==> src/rtl/weight_pingpong_buffer.sv <==
// Double-banked weight staging between weight memory and the systolic array f_weight input.
// Optional `WEIGHT_ZERO_SKIP_EN stores per-row nonzero flags and drives nz_mask_o from them.
module weight_pingpong_buffer #(
  parameter int N_ROWS_ARRAY   = 16,
  parameter int F_WIDTH        = 8,
  parameter int DEPTH          = 4,
  parameter int MEM_ADDR_WIDTH = 16,
  parameter int MEM_LATENCY    = 1,
  parameter int ROUND_WIDTH    = 3
) (
  input  logic                              clk_i,
  input  logic                              rd_weight_rst,
  input  logic                              fill_start_i,
  input  logic [MEM_ADDR_WIDTH-1:0]         fill_base_i,
  output logic                              mem_rd_o,
  output logic [MEM_ADDR_WIDTH-1:0]         mem_addr_o,
  input  logic [N_ROWS_ARRAY*F_WIDTH-1:0]   mem_data_i,
  output logic                              fill_busy_o,
  output logic                              fill_done_o,
  input  logic                              swap_i,
  output logic                              swap_err_o,
  output logic                              active_valid_o,
  input  logic [$clog2(DEPTH)-1:0]          rd_idx_i,
  input  logic                              weight_ld_i,
  output logic [N_ROWS_ARRAY*F_WIDTH-1:0]   f_weight_o,
  output logic [N_ROWS_ARRAY-1:0]           nz_mask_o,
  input  logic [ROUND_WIDTH-1:0]            max_round_i,
  output logic [ROUND_WIDTH-1:0]            round_o,
  output logic                              last_round_o
);

  localparam int W  = N_ROWS_ARRAY * F_WIDTH;
  localparam int IW = $clog2(DEPTH);

  localparam logic [1:0] S_IDLE  = 2'd0;
  localparam logic [1:0] S_ISSUE = 2'd1;
  localparam logic [1:0] S_DRAIN = 2'd2;
  localparam logic [1:0] S_FULL  = 2'd3;

  logic [1:0]                state_q, state_d;
  logic [MEM_ADDR_WIDTH-1:0] base_q, base_d;
  logic [IW-1:0]             issue_cnt_q, issue_cnt_d;
  logic [IW-1:0]             cap_cnt_q, cap_cnt_d;
  logic [MEM_LATENCY-1:0]    pipe_q, pipe_d;
  logic [MEM_LATENCY:0]      pipe_ext;
  logic                      act_q, act_d;
  logic                      active_valid_q, active_valid_d;
  logic                      swap_err_q, swap_err_d;
  logic [ROUND_WIDTH-1:0]    round_q, round_d;
  logic [W-1:0]              f_weight_q, f_weight_d;
  logic [W-1:0]              bank_q [2][DEPTH];
  logic                      capture, last_capture, swap_ok, load_ok;

  // Each read token travels MEM_LATENCY stages; the oldest stage marks valid mem_data_i.
  assign pipe_ext     = {pipe_q, mem_rd_o};
  assign pipe_d       = pipe_ext[MEM_LATENCY-1:0];

  assign mem_rd_o     = (state_q == S_ISSUE);
  assign mem_addr_o   = base_q + MEM_ADDR_WIDTH'(issue_cnt_q);
  assign fill_busy_o  = (state_q == S_ISSUE) || (state_q == S_DRAIN);
  assign capture      = pipe_q[MEM_LATENCY-1] && fill_busy_o;
  assign last_capture = capture && (cap_cnt_q == IW'(DEPTH-1));
  assign fill_done_o  = (state_q == S_DRAIN) && last_capture;
  assign swap_ok      = swap_i && (state_q == S_FULL);
  assign load_ok      = weight_ld_i && active_valid_q;

  always_comb begin
    state_d        = state_q;
    base_d         = base_q;
    issue_cnt_d    = issue_cnt_q;
    cap_cnt_d      = cap_cnt_q;
    act_d          = act_q;
    active_valid_d = active_valid_q;
    round_d        = round_q;
    f_weight_d     = f_weight_q;
    swap_err_d     = swap_i && !swap_ok;
    case (state_q)
      S_IDLE: begin
        if (fill_start_i) begin
          state_d     = S_ISSUE;
          base_d      = fill_base_i;
          issue_cnt_d = '0;
          cap_cnt_d   = '0;
        end
      end
      S_ISSUE: begin
        issue_cnt_d = issue_cnt_q + 1'b1;
        if (issue_cnt_q == IW'(DEPTH-1)) state_d = S_DRAIN;
      end
      S_DRAIN: begin
        if (last_capture) state_d = S_FULL;
      end
      default: begin
        if (swap_ok) begin
          state_d        = S_IDLE;
          act_d          = ~act_q;
          active_valid_d = 1'b1;
          round_d        = (round_q == max_round_i) ? '0 : round_q + 1'b1;
        end
      end
    endcase
    if (capture) cap_cnt_d = cap_cnt_q + 1'b1;
    // act_q is the pre-swap pointer, so a load on the swap cycle reads the outgoing bank.
    if (load_ok) f_weight_d = bank_q[act_q][rd_idx_i];
  end

  always_ff @(posedge clk_i or posedge rd_weight_rst) begin
    if (rd_weight_rst) begin
      state_q        <= S_IDLE;
      base_q         <= '0;
      issue_cnt_q    <= '0;
      cap_cnt_q      <= '0;
      pipe_q         <= '0;
      act_q          <= 1'b0;
      active_valid_q <= 1'b0;
      swap_err_q     <= 1'b0;
      round_q        <= '0;
      f_weight_q     <= '0;
    end else begin
      state_q        <= state_d;
      base_q         <= base_d;
      issue_cnt_q    <= issue_cnt_d;
      cap_cnt_q      <= cap_cnt_d;
      pipe_q         <= pipe_d;
      act_q          <= act_d;
      active_valid_q <= active_valid_d;
      swap_err_q     <= swap_err_d;
      round_q        <= round_d;
      f_weight_q     <= f_weight_d;
    end
  end

  // Bank storage keeps its contents across reset; validity lives in the FSM and active_valid_q.
  always_ff @(posedge clk_i) begin
    if (capture) bank_q[~act_q][cap_cnt_q] <= mem_data_i;
  end

`ifdef WEIGHT_ZERO_SKIP_EN
  logic [N_ROWS_ARRAY-1:0] nz_bank_q [2][DEPTH];
  logic [N_ROWS_ARRAY-1:0] cap_nz;
  logic [N_ROWS_ARRAY-1:0] nz_mask_q, nz_mask_d;

  always_comb begin
    cap_nz = '0;
    for (int r = 0; r < N_ROWS_ARRAY; r++) cap_nz[r] = |mem_data_i[r*F_WIDTH +: F_WIDTH];
  end

  always_ff @(posedge clk_i) begin
    if (capture) nz_bank_q[~act_q][cap_nz_idx()] <= cap_nz;
  end

  function automatic logic [IW-1:0] cap_nz_idx();
    return cap_cnt_q;
  endfunction

  always_comb begin
    nz_mask_d = nz_mask_q;
    if (load_ok) nz_mask_d = nz_bank_q[act_q][rd_idx_i];
  end

  always_ff @(posedge clk_i or posedge rd_weight_rst) begin
    if (rd_weight_rst) nz_mask_q <= '0;
    else               nz_mask_q <= nz_mask_d;
  end

  assign nz_mask_o = nz_mask_q;
`else
  assign nz_mask_o = '1;
`endif

  assign swap_err_o     = swap_err_q;
  assign active_valid_o = active_valid_q;
  assign f_weight_o     = f_weight_q;
  assign round_o        = round_q;
  assign last_round_o   = (round_q == max_round_i);

endmodule

==> config.mk <==
export PLATFORM = sky130hd
export DESIGN_NAME = weight_pingpong_buffer
export DESIGN_NICKNAME = d
export VERILOG_FILES = /design/src/rtl/weight_pingpong_buffer.sv
export SDC_FILE = /design/constraint.sdc
export NUM_CORES = 1
export LEC_CHECK = 0
export BUFFER_PORTS_ARGS = -buffer_cell sky130_fd_sc_hd__buf_2
export CAP_MARGIN = 20
export CORE_UTILIZATION = 30
export CTS_BUF_LIST = sky130_fd_sc_hd__clkbuf_16
export DETAILED_ROUTE_END_ITERATION = 16
export PLACE_DENSITY = 0.48
export SLEW_MARGIN = 10
export SYNTH_ARGS = -nofsm -noshare
export SYNTH_HDL_FRONTEND = slang
export SYNTH_SLANG_ARGS = --single-unit
==> constraint.sdc <==
create_clock -name clk_i -period 10.65 [get_ports clk_i]
set_input_delay 1.065 -clock clk_i [delete_from_list [all_inputs] [get_ports clk_i]]
set_output_delay 1.065 -clock clk_i [all_outputs]
set_load 0.02 [all_outputs]
==> results.cfg <==
[outcome]
outcome = complete, no violations

[logic_synthesis]
yosys-top-cells-area = edfxtp_1, mux2i_1, dfrtp_1
synthTopCellsByCount = edfxtp_1, mux2i_1, nand2_1, a22oi_1, dfrtp_1
async_reset_ff_frac = 0.1329
syn_area_um2 = 45460
syn_area_per_cell_um2 = 17.31
yosysTopAreaCell = edfxtp_1
synth.top_cell.area_share = 0.6764
seq_area_frac_synth = 0.7628
synth_most_common_cell = edfxtp_1
synth_cell_types = 46
synth_edf_count = 1024
synth-main-ff-cell = edfxtp_1
ys_warn_count = 0
ys_seq_elements = 1181
syn_inst = 2626

[clock_tree]
cts.sinks = 1181
cts_tree = yes
htree_levels = 4
post-cts-setup-buffers = 0
cts_buffer_depth = 3
numCtsBuffers = 136
path_clk_slew_ns = 0.06
cts_hold_buf = 0
root_buffer = clkbuf_16
ctsResizeCount = 0
clock_latency_ns = 0.78

[sta]
hold_viol_final = 0
fin_skew_ns = 0.01956
min_period_ns = 4.638
setup_viol = 0
hold_ws_ns = 0.4009
fin_ws_ns = 6.012
slew_viol_final = 0
max_freq_mhz = 215.6
min_period_over_period = 0.4355
rsz0062_at_grt = false
maxSlewHeadroom = 0.3119
worst_pin_slew_ns = 1.032

[die]
core-area_um2 = 150100
die_area_um2 = 153100
pin_count = 323
initial_utilization = 0.3028
placementRows = 142
die_x_um = 391.3
die_y_um = 391.3

[final_layout]
nFillCells = 14258
layout-drive-gt1-share = 0.1864
utilization = 0.3544
nets = 3137
postLayoutCellArea_um2 = 53200
synthToLayoutAreaGrowth_pct = 17.04

[power]
p_per_area_nw_per_um2 = 249.1
p_leak_nw = 19.83
vdd_drop_max_uv = 189.4

[global_routing]
grt_pass1_vias = 23884
grt_max_degree = 122
antenna_found_initial = 30
overflow = 0
track_usage = 0.1421
grt_pass1_wl_um = 159700

[drt]
drcViolationCount = 0
wl_per_cell_um = 21.27
vias_per_cell = 4.590
wl_met1_um = 46750
maxUsedRoutingLayer = met5
firstDrtPassIters = 5
wl_met2_um = 54080
routed_wl_um = 108600
drt-initial-drc-count = 1178
num_vias = 23433
dr_wl_met3_um = 5410
route.antenna.remaining_nets = 0

[critical_path]
required_ns = 11.27
r2r_start = act_q$_DFFE_PP0P_
crit_start = act_q$_DFFE_PP0P_
critPathCaptureType = flop
crit_fanout = 105
critPathLaunchType = flop
cp_data_arrival_time_ns = 5.25
rrSetupSlack_ns = 6.01
worst-setup-path-type = reg -> reg

[placement]
dp_hpwl_um = 57310
place_congestion = 0.7030
io_buffers = 306
post_dp_cell_area_um2 = 48940
place_ws_ns = 5.982

[min_path]
hold_class = in -> async

[run]
cap_viol_max_count = 0
-- stage by stage --
| stage | setup TNS, ns | cells | power (mW) |
|---|---|---|---|
| floorplan | -202.07 | 2641 | 8.239 |
| global placement | 0 | 4846 | 9.006 |
| detailed placement | 0 | 4846 | 9.035 |
| CTS | 0 | 5100 | 13.49 |
| global route | 0 | 5102 | 13.91 |
| finish | 0 | 5105 | 13.26 |
-- worst max-delay path, cell delays in order (launching register included) --
cell and delay (ns):
dfrtp_4 0.91, buf_4 0.66, buf_4 0.71, buf_4 0.76
buf_12 0.67, mux2i_1 0.29, a22oi_1 0.11, nand2_1 0.11
o21ai_1 0.05
-- flip-flops by register name (all words and copies together) (netlist names) --
| signal | cells |
|---|---|
| active_valid_o | 1 |
| pipe_q | 1 |
| f_weight_o | 128 |
| cap_cnt_q | 2 |
| base_q | 16 |
| act_q | 1 |
| issue_cnt_q | 2 |
| swap_err_o | 1 |
| state_q | 2 |
| bank_q | 1024 |
| round_o | 3 |
-- routing by layer --
metal  track usage  up-vias
met1        0.1773    11907
met4       0.04050       36
li1              -    10867
met5             0        -
met2        0.2421      428
met3       0.03616      195
-- final cells by class --
| class | count | area [µm²] | area share |
|---|---|---|---|
| clock inverters | 116 | 797.0 | 0.01498 |
| multi-input cells | 1290 | 9783 | 0.1839 |
| diodes | 4 | 10.01 | 0.0001881 |
| well taps | 2016 | 2522 | 0.04741 |
| clock buffers | 138 | 3453 | 0.06491 |
| repair buffers | 350 | 1912 | 0.03593 |
| inverters | 10 | 45.04 | 0.0008466 |
| flip-flops and latches | 1181 | 34680 | 0.6519 |
-- worst paths after layout --
kind | cells after the start | endpoint
max in group asynchronous | 3 | f_weight_o[38]$_DFFE_PP0P_
min in group clk_i | 2 | f_weight_o[73]$_DFFE_PP0P_
worst max-delay path | 8 | f_weight_o[55]$_DFFE_PP0P_
worst min register to register | 2 | f_weight_o[73]$_DFFE_PP0P_
worst min-delay path | 2 | base_q[11]$_DFFE_PP0P_
worst max register to register | 8 | f_weight_o[55]$_DFFE_PP0P_
-- power breakdown --
group,internal (mW),switching (mW)
clock,2.52,1.88
combinational,1.15,1.84
sequential,5.57,0.295
-- kinds of logic after synthesis --
family / count (synthesis) / share of synthesized area
compound gates: 397 / 0.05876
xor+xnor: 19 / 0.003661
fa+ha+maj: 14 / 0.004018
buf+inv: 170 / 0.02474
flops: 1181 / 0.7628
mux: 530 / 0.1172
other cells: 1 / 0.00008249
simple gates: 314 / 0.02865
-- cell usage in the layout, fill, tap and decap left out, drive strengths merged, types with 3 or more instances in the layout --
cell / n
edfxtp: 1024
mux2i: 513
buf: 350
nand2: 269
a22oi: 256
dfrtp: 157
clkbuf: 138
o21ai: 133
inv: 60
clkinv: 57
mux2: 17
conb: 16
xnor2: 14
ha: 13
nor2: 8
nand4: 7
nand3: 6
bufinv: 6
and3: 6
xor2: 5
diode: 4
nor3b: 4
nor2b: 4
clkinvlp: 3
Power figures use the tool's default switching activity.
